### src/rtl/rsc_net_if.sv
// Resource network interface: host valid/ready TX/RX FIFOs bridged to a mesh router local port.
// Optional destination filtering on receive is enabled by defining RX_ADDR_CHECK_EN.
module rsc_net_if #(
  parameter int ROW_N        = 3,
  parameter int COL_M        = 3,
  parameter int FIFO_DEPTH_W = 3,
  parameter int PCKT_DATA_W  = 8,
  parameter int ROW_IDX      = 0,
  parameter int COL_IDX      = 0,
  localparam int RW = (ROW_N > 1) ? $clog2(ROW_N) : 1,
  localparam int CW = (COL_M > 1) ? $clog2(COL_M) : 1,
  localparam int PW = PCKT_DATA_W + RW + CW
) (
  input  logic                   clk_i,
  input  logic                   rst_ni,
  input  logic [PCKT_DATA_W-1:0] tx_data_i,
  input  logic [RW-1:0]          tx_row_i,
  input  logic [CW-1:0]          tx_col_i,
  input  logic                   tx_valid_i,
  output logic                   tx_ready_o,
  output logic [PW-1:0]          noc_pckt_o,
  output logic                   noc_wren_o,
  input  logic                   noc_full_i,
  input  logic                   noc_ovrflw_i,
  input  logic [PW-1:0]          noc_pckt_i,
  input  logic                   noc_wren_i,
  output logic                   noc_full_o,
  output logic                   noc_ovrflw_o,
  output logic [PCKT_DATA_W-1:0] rx_data_o,
  output logic [RW-1:0]          rx_row_o,
  output logic [CW-1:0]          rx_col_o,
  output logic                   rx_valid_o,
`ifdef RX_ADDR_CHECK_EN
  output logic                   rx_misroute_o,
`endif
  input  logic                   rx_ready_i
);

  localparam int AW = FIFO_DEPTH_W;
  localparam int D  = 1 << FIFO_DEPTH_W;
  localparam logic [AW:0] PTR_ONE  = (AW+1)'(1);
  localparam logic [AW:0] CNT_FULL = (AW+1)'(D);
  localparam logic [AW:0] FULL_THR = (AW+1)'(D - 1);

  typedef enum logic [1:0] {IDLE, SEND, CHECK} tx_state_t;

  // ---------------- TX path ----------------
  logic [PW-1:0] tx_mem [D];
  logic [AW:0]   tx_wr_ptr_reg;
  logic [AW:0]   tx_rd_ptr_reg;
  logic          tx_ready_en_reg;
  tx_state_t     tx_state_reg;
  logic [PW-1:0] noc_pckt_reg;
  logic          noc_wren_reg;
  logic          tx_empty;
  logic          tx_full;
  logic          tx_push;

  assign tx_empty = (tx_wr_ptr_reg == tx_rd_ptr_reg);
  assign tx_full  = (tx_wr_ptr_reg[AW] != tx_rd_ptr_reg[AW]) &&
                    (tx_wr_ptr_reg[AW-1:0] == tx_rd_ptr_reg[AW-1:0]);
  // Ready is held low during reset and comes up on the first edge after release.
  assign tx_ready_o = tx_ready_en_reg && !tx_full;
  assign tx_push    = tx_valid_i && tx_ready_o;
  assign noc_pckt_o = noc_pckt_reg;
  assign noc_wren_o = noc_wren_reg;

  always_ff @(posedge clk_i) begin
    if (tx_push) tx_mem[tx_wr_ptr_reg[AW-1:0]] <= {tx_row_i, tx_col_i, tx_data_i};
  end

  always_ff @(posedge clk_i or negedge rst_ni) begin
    if (!rst_ni) begin
      tx_wr_ptr_reg   <= '0;
      tx_ready_en_reg <= 1'b0;
    end else begin
      tx_ready_en_reg <= 1'b1;
      if (tx_push) tx_wr_ptr_reg <= tx_wr_ptr_reg + PTR_ONE;
    end
  end

  // The head stays in the FIFO until the router confirms it was not dropped.
  always_ff @(posedge clk_i or negedge rst_ni) begin
    if (!rst_ni) begin
      tx_state_reg  <= IDLE;
      tx_rd_ptr_reg <= '0;
      noc_pckt_reg  <= '0;
      noc_wren_reg  <= 1'b0;
    end else begin
      case (tx_state_reg)
        IDLE: begin
          noc_wren_reg <= 1'b0;
          if (!tx_empty && !noc_full_i) begin
            noc_pckt_reg <= tx_mem[tx_rd_ptr_reg[AW-1:0]];
            noc_wren_reg <= 1'b1;
            tx_state_reg <= SEND;
          end
        end
        SEND: begin
          noc_wren_reg <= 1'b0;
          tx_state_reg <= CHECK;
        end
        CHECK: begin
          noc_wren_reg <= 1'b0;
          if (!noc_ovrflw_i) tx_rd_ptr_reg <= tx_rd_ptr_reg + PTR_ONE;
          tx_state_reg <= IDLE;
        end
        default: begin
          noc_wren_reg <= 1'b0;
          tx_state_reg <= IDLE;
        end
      endcase
    end
  end

  // ---------------- RX path ----------------
  logic [PW-1:0] rx_mem [D];
  logic [AW:0]   rx_wr_ptr_reg;
  logic [AW:0]   rx_rd_ptr_reg;
  logic [AW:0]   rx_count_reg;
  logic [AW:0]   rx_count_next;
  logic          noc_full_reg;
  logic          noc_ovrflw_reg;
  logic          rx_full;
  logic          rx_pop;
  logic          rx_push;
  logic          rx_drop;
  logic          addr_ok;
  logic [PW-1:0] rx_head;

`ifdef RX_ADDR_CHECK_EN
  localparam logic [RW+CW-1:0] NODE_ADDR = {RW'(ROW_IDX), CW'(COL_IDX)};
  logic rx_misroute_reg;
  assign addr_ok       = (noc_pckt_i[PW-1:PCKT_DATA_W] == NODE_ADDR);
  assign rx_misroute_o = rx_misroute_reg;

  always_ff @(posedge clk_i or negedge rst_ni) begin
    if (!rst_ni) rx_misroute_reg <= 1'b0;
    else         rx_misroute_reg <= noc_wren_i && !addr_ok;
  end
`else
  assign addr_ok = 1'b1;
`endif

  assign rx_full    = (rx_count_reg == CNT_FULL);
  assign rx_valid_o = (rx_count_reg != '0);
  assign rx_pop     = rx_valid_o && rx_ready_i;
  // A pop in the same cycle frees the slot, so a write to a full FIFO is still accepted.
  assign rx_push    = noc_wren_i && addr_ok && (!rx_full || rx_pop);
  assign rx_drop    = noc_wren_i && addr_ok && rx_full && !rx_pop;

  assign rx_head    = rx_mem[rx_rd_ptr_reg[AW-1:0]];
  assign rx_data_o  = rx_head[PCKT_DATA_W-1:0];
  assign rx_col_o   = rx_head[PCKT_DATA_W +: CW];
  assign rx_row_o   = rx_head[PW-1 -: RW];
  assign noc_full_o   = noc_full_reg;
  assign noc_ovrflw_o = noc_ovrflw_reg;

  always_comb begin
    rx_count_next = rx_count_reg;
    if (rx_push && !rx_pop)      rx_count_next = rx_count_reg + PTR_ONE;
    else if (rx_pop && !rx_push) rx_count_next = rx_count_reg - PTR_ONE;
  end

  always_ff @(posedge clk_i) begin
    if (rx_push) rx_mem[rx_wr_ptr_reg[AW-1:0]] <= noc_pckt_i;
  end

  // Full is raised one entry early because the router reacts a cycle late.
  always_ff @(posedge clk_i or negedge rst_ni) begin
    if (!rst_ni) begin
      rx_wr_ptr_reg  <= '0;
      rx_rd_ptr_reg  <= '0;
      rx_count_reg   <= '0;
      noc_full_reg   <= 1'b0;
      noc_ovrflw_reg <= 1'b0;
    end else begin
      if (rx_push) rx_wr_ptr_reg <= rx_wr_ptr_reg + PTR_ONE;
      if (rx_pop)  rx_rd_ptr_reg <= rx_rd_ptr_reg + PTR_ONE;
      rx_count_reg   <= rx_count_next;
      noc_full_reg   <= (rx_count_next >= FULL_THR);
      noc_ovrflw_reg <= rx_drop;
    end
  end

endmodule

### config.mk
export PLATFORM = sky130hd
export DESIGN_NAME = rsc_net_if
export DESIGN_NICKNAME = d
export VERILOG_FILES = /design/src/rtl/rsc_net_if.sv
export SDC_FILE = /design/constraint.sdc
export NUM_CORES = 1
export LEC_CHECK = 0
export CAP_MARGIN = 40
export CORE_ASPECT_RATIO = 0.7
export CORE_UTILIZATION = 45
export CTS_CLUSTER_DIAMETER = 40
export DETAILED_ROUTE_END_ITERATION = 7
export SETUP_SLACK_MARGIN = 0.5
export SLEW_MARGIN = 20
export SYNTH_ARGS = -nofsm -noshare
export SYNTH_HDL_FRONTEND = slang
export SYNTH_SLANG_ARGS = --single-unit
### constraint.sdc
create_clock -name clk_i -period 4.8 [get_ports clk_i]
set_input_delay 0.96 -clock clk_i [delete_from_list [all_inputs] [get_ports clk_i]]
set_output_delay 0.96 -clock clk_i [all_outputs]
set_load 0.02 [all_outputs]
* Word-level counts from Yosys, hierarchy flattened *
Memory sizes are Yosys's and may differ from the RTL's. A register that Yosys moved wholly into a read port is not among the register bits.
Index checks and enable logic that the tools add are counted.

word-level totals
  register bits after elaboration = 26
  RAM bits = 192
  input bits = 31
  output and inout port bits = 29
  logic and storage cells = 59
  memories = 2

cells by class
  $add $sub $neg = 6
  $lt $le $gt $ge = 1
  equality and inequality tests = 7
  multiplexer cells = 10
  bitwise logic cells = 1
  reductions and logical operators = 22

memories
  name    words  width  rd ports  clocked after memory_dff  wr ports  line  source
  rx_mem  8      12     1         0                         1         117   logic [PW-1:0] rx_mem [D];
  tx_mem  8      12     1         1                         1         48    logic [PW-1:0] tx_mem [D];

operator list
  kind                   count
  $add A4 B1 Y4 const B  5
  $logic_and A1 B1 Y1    10
  $mux W4                2
  $logic_not A1 Y1       7
  $mux W1                6
  $eq A4 B4 Y1           1
  $eq A4 B4 Y1 const B   1
  $ge A4 B3 Y1 const B   1
  $pmux W2 S2            1
  $reduce_and A2 Y1      2
  $reduce_bool A4 Y1     1
  $sub A4 B1 Y4 const B  1
  $eq A3 B3 Y1           1
  $eq A2 B1 Y1 const B   1
  $eq A2 B2 Y1 const B   1
  $logic_not A2 Y1       1
  $mux W2                1
  $ne A2 B2 Y1 const B   1
  $logic_or A1 B1 Y1     1
  $ne A1 B1 Y1           1
  $not A1 Y1             1

* Depth between registers and ports, before layout *
Gate-level depths: netlist of the first run.

  depth in word-level cells = 9
  mapped depth = 8
  mapped depth without buffers = 7

* Least setup slack after synthesis of the first run *
Ideal clock, no wire load.

  path kind = input port to flip-flop
  start point = input rx_ready_i
  end point = memory rx_mem[0][0] (netlist bit) (enable)
  setup time = 396 ps
  data arrival time = 2359 ps
  data required time = 4404 ps
  setup slack = 2045 ps
  cell stages on the path = 5
  path buffers = 1
  path through = nand3b_1 > and2_1 > clkbuf_1 > nand2b_1 > nor3_1

on the way
  word-level cells in the longest chain between the ends = 5

ends and longest elaborated chain
  item                           line  source
  from (decl)                    36    input logic rx_ready_i
  $logic_and A1 B1 Y1            147   assign rx_pop = rx_valid_o && rx_ready_i;
  $logic_or A1 B1 Y1             149   assign rx_push = noc_wren_i && addr_ok && (!rx_full || rx_pop);
  $logic_and A1 B1 Y1            149
  $mux W1                        166   if (rx_push) rx_mem[rx_wr_ptr_reg[AW-1:0]] <= noc_pckt_i;
  $mux W1 (implied by the code)  166
  to (decl)                      117

Every way passes these cells.

* Final worst setup path of the first run *
  start point = register rx_rd_ptr_reg[0]
  end point = output rx_data_o[3]

on the way
  word-level cells in the longest chain between the ends = 1

ends and longest elaborated chain
  item                    line  source
  from (decl)             119   logic [AW:0] rx_rd_ptr_reg;
  from (signal assigned)  179   if (rx_pop) rx_rd_ptr_reg <= rx_rd_ptr_reg + PTR_ONE;
  $mem_v2 Z8 W12          --
  to (decl)               29    output logic [PCKT_DATA_W-1:0] rx_data_o,

Every way passes these cells.

==> flow_metrics.env, run 1 <==
export IMPL_initial_core_util=0.466
export IMPL_path_buf_inv=2
export IMPL_drv_slew=0
export IMPL_path_class="flip-flop to output port"
export IMPL_place_ws_ps=1630
export IMPL_io_pins=60
export IMPL_viasPerCell=5.20
export IMPL_power_total_mw=6.82
export IMPL_status="complete, no violations"
export IMPL_synth_top_area_cell="edfxtp_1"
export IMPL_cts_hold_buffers_added=0
export IMPL_whs_ps=299
export IMPL_track_usage=0.169
export IMPL_rows=42
export IMPL_finalSetupViolCount=0
export IMPL_core_area_sq_mm=0.0191
export IMPL_synth_edf_count=192
export IMPL_synth_common_cells="edfxtp_1, mux4_2, dfrtp_1"
export IMPL_worst_ir_drop_vdd_v=0.000303
export IMPL_layout_nets=575
export IMPL_worst_pin_slew_ps=685
export IMPL_dpl_hpwl_mm=9.79
export IMPL_grt_setup_unrepaired="false"
export IMPL_drt_iter0_markers=349
export IMPL_gp_congestion=0.767
export IMPL_multi_input_area_sq_mm=0.00213
export IMPL_synthToLayoutAreaGrowth_pct=21.9
export IMPL_drt_wl_total_mm=16.2
export IMPL_crit_family="buffers and inverters"
export IMPL_async_flop_share=0.158
export IMPL_htreeDepth=1
export IMPL_route_detailed_drc=0
export IMPL_p_switching_mw=2.03
export IMPL_grt_pass1_wl_mm=25.5
export IMPL_cp_slowest_cell="mux4_2"
export IMPL_yosys_warnings=0
export IMPL_drt_pass1_iter_count=4
export IMPL_wl_per_cell_um=19.7
export IMPL_syn_nets=484
export IMPL_worstPathCellList="buf_4 -> mux4_2 -> mux2_2 -> clkdlybuf4s50_1"
export IMPL_dr_total_vias=4285
export IMPL_grt_max_degree=30
export IMPL_fin_worst_skew_ps=12.3
export IMPL_grt_ovfl_total=0
export IMPL_instances_no_fill=824
export IMPL_antenna_left=0
export IMPL_crit_path_end_kind="output port"
export IMPL_cp_start_kind="flip-flop"
export IMPL_path_max_fanout=26
export IMPL_diodes=0
export IMPL_p_seq_frac=0.398
export IMPL_cts_path_max_buffers=3
export IMPL_crit_required_ps=3840
export IMPL_yosysUniqueCellTypes=48
export IMPL_setup_ws_ps=1140
export IMPL_period_share=0.763
export IMPL_synth_cells=447
export IMPL_synth_ff_type="edfxtp_1"
export IMPL_cts_clk_slew_worst_paths_ps=60
export IMPL_die_area_sq_mm=0.0204
export IMPL_synth_top_area_frac=0.647
export IMPL_p_int_mw=4.80
export IMPL_cts_tree="done"
export IMPL_fin_tns_setup_ps=0
export IMPL_grt_pass1_vias=4435
export IMPL_die_x_um=170
export IMPL_synth_most_common_cell="edfxtp_1"
export IMPL_fin_area_sq_mm=0.0109
export IMPL_clock_fmax_ghz=0.273
export IMPL_io_buffers=59
export IMPL_synth_seq_cells=228
export IMPL_p_clk_frac=0.308
export IMPL_layout_drive_gt1_share=0.263
export IMPL_synth_avg_cell_area_sq_um=19.9
export IMPL_antenna_found_initial=0
export IMPL_fin_crit_ps=3660
export IMPL_r2r_start="tx_rd_ptr_reg[0]"
export IMPL_worstSetupStartpoint="rx_rd_ptr_reg[0]"
export IMPL_worstHoldPathType="input pin to asynchronous set/reset pin"
export IMPL_cts_root_buffer="clkbuf_16"
export IMPL_insertion_delay_ps=520
export IMPL_critPathMaxStageDelay_ps=580
export IMPL_max_cap_viol_count=0
export IMPL_post_cts_resized=0
export IMPL_hold_violations=0
export IMPL_placed_area_sq_mm=0.00992
export IMPL_p_per_area_mw_per_mm2=628
export IMPL_final_util=0.568
export IMPL_fillers=1480
export IMPL_cts_sinks=228
export IMPL_synth_area_sq_mm=0.00891
export IMPL_dp_cells=772
export IMPL_slew_limit_headroom=0.543
export IMPL_seq_area_sq_mm=0.00667
export IMPL_combPwrFrac=0.294
export IMPL_yosysSeqAreaShare=0.748
export IMPL_critPathArrivalTime_ps=2700
export IMPL_synthTopCellsByArea="edfxtp_1, mux4_2, dfrtp_1"
export IMPL_dieHeight_um=120
export IMPL_switching_share=0.297
export IMPL_cts_buffers_inserted=28
export IMPL_p_leak_nw=3.73
export IMPL_cts_setup_buffers=0
-- routing by layer --
metal,track usage,share of wire
met5,0,0
met3,0.0300,0.042
met2,0.259,0.46
met1,0.253,0.48
met4,0.0422,0.020
-- final cells by class --
type,count,share of cell area
sequential,228,0.614
multi-input combinational,192,0.196
timing repair buffer,82,0.0710
clock buffer,33,0.0682
tap,264,0.0304
clock inverter,19,0.0188
inverter,6,0.00207
-- cell usage in the layout, fill, tap and decap left out, types with 2 or more instances in the layout --
| cell type | netlist | layout |
|---|---|---|
| mux2_2 | 17 | 17 |
| nand2_1 | 23 | 23 |
| clkbuf_16 | 0 | 29 |
| inv_6 | 0 | 6 |
| edfxtp_1 | 192 | 192 |
| o21ai_0 | 13 | 13 |
| clkinv_1 | 0 | 4 |
| nand3_1 | 3 | 3 |
| mux2i_1 | 13 | 13 |
| bufinv_16 | 0 | 3 |
| xnor2_1 | 9 | 9 |
| clkinv_4 | 0 | 2 |
| inv_1 | 5 | 5 |
| buf_4 | 1 | 22 |
| nor2_1 | 17 | 17 |
| ha_1 | 6 | 6 |
| dfrtp_1 | 36 | 35 |
| nand4_1 | 2 | 2 |
| nor3_2 | 0 | 4 |
| clkdlybuf4s50_1 | 0 | 58 |
| clkinv_2 | 0 | 2 |
| xor2_1 | 6 | 6 |
| nand2b_1 | 5 | 5 |
| mux4_2 | 48 | 48 |
| clkbuf_1 | 6 | 4 |
-- logic make-up (layout without fill, tap and decap cells) --
| family | count (synthesis) | count (layout) | synth area share |
|---|---|---|---|
| buf+inv | 27 | 140 | 0.0152 |
| compound gates | 25 | 25 | 0.0187 |
| xor+xnor | 15 | 15 | 0.0147 |
| simple gates | 67 | 67 | 0.0367 |
| fa+ha+maj | 6 | 6 | 0.00843 |
| other cells | 1 | 1 | 0.000421 |
| flops | 228 | 228 | 0.748 |
| mux | 78 | 78 | 0.157 |
-- power by group through the flow --
stage	Combinational, mW	Clock, mW	Sequential (mW)
floorplan	1.37	0	2.71
global placement	2.00	0	2.75
detailed placement	2.03	0	2.76
CTS	2.05	2.15	2.72
global route	2.17	2.23	2.76
finish	2.01	2.10	2.71
-- path summary, 6_finish.rpt --
| kind | endpoint | slack [ps] | cells past startpoint |
|---|---|---|---|
| worst min-delay path | noc_pckt_o[10] | 300 | 1 |
| worst max-delay path | rx_data_o[3] | 1140 | 4 |
| worst max register to register | tx_mem[6][5] | 2020 | 7 |
| min in group clk_i | tx_state_reg[1] | 460 | 1 |
| max in group asynchronous | rx_rd_ptr_reg[1] | 4050 | 2 |
| worst min register to register | tx_state_reg[1] | 460 | 1 |
Note: power is estimated with default switching activity, not from simulation.
==> run 2, diff against run 1 <==
==> constraint.sdc (replaced) <==
create_clock -name clk_i -period 3.39 [get_ports clk_i]
set_input_delay 0.678 -clock clk_i [delete_from_list [all_inputs] [get_ports clk_i]]
set_output_delay 0.678 -clock clk_i [all_outputs]
set_load 0.02 [all_outputs]
==> run 2 against run 1 <==
Clock power up 33%. Routed wire length up 8.9%. Clock skew up 7.2 ps. Global-route usage up 1.3 points. Critical path type unchanged.
==> flow_metrics.env, run 2 (synthesized netlist as in run 1, its figures left out) <==
export IMPL_fin_crit_ps=2910
export IMPL_final_cell_mix="edfxtp_1, mux4_2, clkdlybuf4s50_1"
export IMPL_dr_total_vias=4440
export IMPL_multi_input_area_sq_mm=0.00213
export IMPL_io_buffers=59
export IMPL_cts_root_buffer="clkbuf_16"
export IMPL_fin_worst_skew_ps=19.6
export IMPL_grt_setup_unrepaired="true"
export IMPL_io_pins=60
export IMPL_crit_path_end_kind="output port"
export IMPL_p_per_area_mw_per_mm2=889
export IMPL_status="complete, no violations"
export IMPL_power_total_mw=9.69
export IMPL_rows=42
export IMPL_layout_nets=583
export IMPL_period_share=0.858
export IMPL_p_leak_nw=3.79
export IMPL_fillers=1443
export IMPL_finalSetupViolCount=0
export IMPL_cts_sinks=228
export IMPL_drv_slew=0
export IMPL_fin_tns_setup_ps=0
export IMPL_cts_tree="done"
export IMPL_rrSetupSlack_ps=1060
export IMPL_grt_pass1_vias=4645
export IMPL_dp_cells=773
export IMPL_cts_path_max_buffers=3
export IMPL_final_common_cell="edfxtp_1"
export IMPL_antenna_left=0
export IMPL_whs_ps=50.8
export IMPL_drt_wl_total_mm=17.6
export IMPL_wl_per_cell_um=21.2
export IMPL_gp_congestion=0.767
export IMPL_track_usage=0.183
export IMPL_wl_met3_um=720
export IMPL_worst_ir_drop_vdd_v=0.000418
export IMPL_path_max_fanout=6
export IMPL_setup_ws_ps=480
export IMPL_slew_limit_headroom=0.470
export IMPL_instances_no_fill=831
export IMPL_placed_area_sq_mm=0.00994
export IMPL_grt_pass1_wl_mm=27.2
export IMPL_crit_required_ps=2710
export IMPL_path_class="flip-flop to output port"
export IMPL_r2r_end="rx_mem[7][1]"
export IMPL_initial_core_util=0.466
export IMPL_dieHeight_um=120
export IMPL_seq_area_sq_mm=0.00667
export IMPL_critPathArrivalTime_ps=2230
export IMPL_die_x_um=170
export IMPL_drt_iter0_markers=358
export IMPL_synthToLayoutAreaGrowth_pct=22.4
export IMPL_clock_fmax_ghz=0.344
export IMPL_reg2reg_depth=8
export IMPL_antenna_found_initial=0
export IMPL_die_area_sq_mm=0.0204
export IMPL_grt_max_degree=28
export IMPL_worstHoldPathType="input pin to asynchronous set/reset pin"
export IMPL_cts_buffers_inserted=27
export IMPL_cts_clk_slew_worst_paths_ps=60
export IMPL_drt_met1_wl_mm=8.50
export IMPL_layout_drive_gt1_share=0.296
export IMPL_fin_area_sq_mm=0.0109
export IMPL_htreeDepth=1
export IMPL_cp_start_kind="flip-flop"
export IMPL_dr_max_layer_used="met4"
export IMPL_max_cap_viol_count=0
export IMPL_drt_pass1_iter_count=4
export IMPL_insertion_delay_ps=530
export IMPL_core_area_sq_mm=0.0191
export IMPL_worst_pin_slew_ps=795
export IMPL_place_ws_ps=592
export IMPL_route_detailed_drc=0
export IMPL_r2r_start="rx_count_reg[0]"
export IMPL_final_util=0.570
export IMPL_grt_ovfl_total=0
export IMPL_dr_wl_met2_mm=8.09
export IMPL_dpl_hpwl_mm=10.4
export IMPL_viasPerCell=5.34
export IMPL_hold_violations=0
export IMPL_diodes=0
## run 2: how the worst max path moves through the flow
stage	start	end	slack (ps)	cells after the start
2_1_floorplan	tx_rd_ptr_reg[0]	tx_mem[0][0]	660	6
3_3_place_gp	rx_rd_ptr_reg[0]	rx_data_o[0]	680	4
3_5_place_dp	rx_ready_i	rx_mem[7][9]	590	6
4_1_cts	rx_rd_ptr_reg[0]	rx_col_o[1]	370	5
5_1_grt	rx_rd_ptr_reg[0]	rx_data_o[3]	430	6
6_report	rx_rd_ptr_reg[0]	rx_data_o[3]	480	6
## run 2: layout make-up
type	count	area share
Inverter	6	0.00207
Multi-Input combinational cell	192	0.195
Timing Repair Buffer	91	0.0802
Sequential cell	228	0.612
Clock inverter	16	0.0151
Tap cell	264	0.0303
Clock buffer	34	0.0653
## run 2: what timing repair did
action                                  CTS  global route
resized for setup                        50            12
buffers inserted                          4             1
pin swaps                                 0             0
gates cloned                              3             0
endpoints found under the setup margin   13            13
hold buffers                              0             0
## run 2: layer usage
layer  track usage  vias up
met4        0.0445        0
met5             0        -
met2         0.279      103
met3        0.0277       23
li1              -     1985
met1         0.277     2329
## run 2: critical path, cell delays in order (launching register included)
cell and delay [ps]:
dfrtp_2 420, buf_6 150, buf_16 140, buf_6 100
mux4_2 470, mux2_4 280, buf_6 130
## run 2: power by group
group	total (mW)	switching, mW	internal, mW	leakage [nW]
logic	3.08	1.55	1.53	1.19
clock network	2.80	1.14	1.66	0.424
registers	3.81	0.290	3.53	2.18
total	9.69	2.97	6.72	3.79
==> run 3, diff against run 2 <==
==> constraint.sdc (replaced) <==
create_clock -name clk_i -period 3.39 [get_ports clk_i]
set_input_delay 0.678 -clock clk_i [delete_from_list [all_inputs] [get_ports clk_i]]
set_output_delay 0.678 -clock clk_i [all_outputs]
set_load 0.05 [all_outputs]
==> run 3 against run 2 <==
Fmax increased by 2.2%. Clock power is essentially flat. Flip-flop and latch count did not move. Utilization is 0.39 points lower. Critical endpoint unchanged. Routed wire length down 6.9%. Non-clock buffer count shrank 7. Critical path depth shrank 2. Cell count is 1.1% lower. Sequential power is essentially flat. Sequential share of layout area increased by 0.42 points. Clock skew rose by 7.3 ps.
==> flow_metrics.env, run 3 (synthesized netlist as in run 1, its figures left out) <==
export IMPL_status="complete, no violations"
export IMPL_cts_sinks=228
export IMPL_clock_fmax_ghz=0.351
export IMPL_crit_path_end_kind="output port"
export IMPL_worstPathCellList="buf_12 -> mux4_2 -> mux2_2 -> buf_4"
export IMPL_grt_setup_unrepaired="true"
export IMPL_track_usage=0.168
export IMPL_viasPerCell=5.24
export IMPL_gp_congestion=0.770
export IMPL_antenna_left=0
export IMPL_layout_nets=575
export IMPL_setup_ws_ps=542
export IMPL_cts_buffers_inserted=26
export IMPL_switching_share=0.336
export IMPL_p_leak_nw=3.73
export IMPL_cp_start_kind="flip-flop"
export IMPL_antenna_found_initial=0
export IMPL_dr_total_vias=4309
export IMPL_die_x_um=170
export IMPL_grt_ovfl_total=0
export IMPL_fin_worst_skew_ps=26.8
export IMPL_cts_clk_slew_worst_paths_ps=60
export IMPL_fin_area_sq_mm=0.0108
export IMPL_grt_pass1_vias=4368
export IMPL_r2r_start="rx_count_reg[0]"
export IMPL_p_per_area_mw_per_mm2=927
export IMPL_worst_pin_slew_ps=713
export IMPL_power_total_mw=10.0
export IMPL_synthToLayoutAreaGrowth_pct=21.6
export IMPL_worst_ir_drop_vdd_v=0.000358
export IMPL_path_max_fanout=13
export IMPL_drt_iter0_markers=308
export IMPL_die_area_sq_mm=0.0204
export IMPL_initial_core_util=0.466
export IMPL_finalSetupViolCount=0
export IMPL_final_cell_mix="edfxtp_1, mux4_2, clkdlybuf4s50_1"
export IMPL_worstSetupStartpoint="rx_rd_ptr_reg[0]"
export IMPL_hold_violations=0
export IMPL_fin_tns_setup_ps=0
export IMPL_path_buf_inv=2
export IMPL_reg2reg_depth=8
export IMPL_period_share=0.840
export IMPL_critPathMaxStageDelay_ps=530
export IMPL_cts_root_buffer="clkbuf_16"
export IMPL_layout_drive_gt1_share=0.292
export IMPL_wl_per_cell_um=20.0
export IMPL_cp_slowest_cell="mux4_2"
export IMPL_fin_crit_ps=2850
export IMPL_cts_path_max_buffers=3
export IMPL_dieHeight_um=120
export IMPL_route_detailed_drc=0
export IMPL_place_ws_ps=684
export IMPL_rows=42
export IMPL_max_cap_viol_count=0
export IMPL_dp_cells=772
export IMPL_p_seq_frac=0.380
export IMPL_diodes=0
export IMPL_critPathArrivalTime_ps=2170
export IMPL_path_class="flip-flop to output port"
export IMPL_io_buffers=59
export IMPL_core_area_sq_mm=0.0191
export IMPL_io_pins=60
export IMPL_p_switching_mw=3.37
export IMPL_grt_max_degree=28
export IMPL_placed_area_sq_mm=0.00990
export IMPL_grt_pass1_wl_mm=25.5
export IMPL_worstHoldPathType="input pin to asynchronous set/reset pin"
export IMPL_final_common_cell="edfxtp_1"
export IMPL_combPwrFrac=0.338
export IMPL_crit_required_ps=2710
export IMPL_drt_pass1_iter_count=4
export IMPL_insertion_delay_ps=530
export IMPL_instances_no_fill=822
export IMPL_drt_wl_total_mm=16.4
export IMPL_cts_hold_buffers_added=0
export IMPL_drv_slew=0
export IMPL_cp_depth=4
export IMPL_dpl_hpwl_mm=9.98
export IMPL_p_int_mw=6.67
export IMPL_cts_tree="done"
export IMPL_slew_limit_headroom=0.525
export IMPL_htreeDepth=1
export IMPL_p_clk_frac=0.282
export IMPL_crit_family="multiplexers"
==> run 3: cell types whose count changed in the layout (fill, tap and decap cells not counted), sizes merged <==
cell,change
buf,-6
bufinv,+1
clkinv,+1
dlygate4sd2,-1
dlymetal6s2s,-1
clkbuf,-3
==> run 3: worst reg2reg max path: cells and delay by family (launching register included) <==
family	cells	cell delay, ps
buffers and inverters	2	330
flip-flops	1	420
AND/OR/NAND/NOR	5	910
adder cells (fa/ha/maj)	1	250
==> run 3: through the flow <==
| step | utilization | hold WS [ps] |
|---|---|---|
| floorplan | - | 382 |
| global placement | 0.516 | 432 |
| detailed placement | 0.517 | 442 |
| CTS | 0.564 | 65.6 |
| global route | 0.566 | 85.0 |
| finish | 0.566 | 70.8 |
==> run 3: area by class of cell <==
class                           instances  area [sq um]
Sequential cell                       228          6670
Timing Repair Buffer                   84           791
Tap cell                              264           330
Inverter                                6          22.5
Fill cell                            1456          8300
Clock buffer                           30           676
Multi-Input combinational cell        192          2130
Clock inverter                         18           215
==> run 3: worst paths after layout <==
check	endpoint	slack, ps
min in group clk_i	tx_state_reg[1]	450
setup reg to reg	rx_mem[0][10]	1190
max in group asynchronous	rx_rd_ptr_reg[0]	2830
setup / recovery	rx_data_o[3]	540
hold / removal	noc_pckt_o[4]	70
hold reg to reg	tx_state_reg[1]	450
==> run 3: power groups by stage <==
stage	registers, mW	logic [mW]	clock network (mW)
final	3.82	3.39	2.83
after global routing	3.87	3.62	3.00
after floorplan	4.03	2.25	0
after detailed placement	3.86	3.39	0
after global placement	3.83	3.34	0
after CTS	3.81	3.41	2.89
==> run 3: timing repair <==
action	in CTS	in global routing
buffers inserted	0	1
endpoints found under the setup margin	13	12
gates resized for setup	4	3
gates cloned	0	1
==> run 3: layer usage <==
metal,part of all wire,vias up,track usage
met5,0,-,0
met4,0.019,0,0.0434
met3,0.044,26,0.0307
met2,0.46,95,0.252
met1,0.48,2215,0.254
li1,-,1973,-
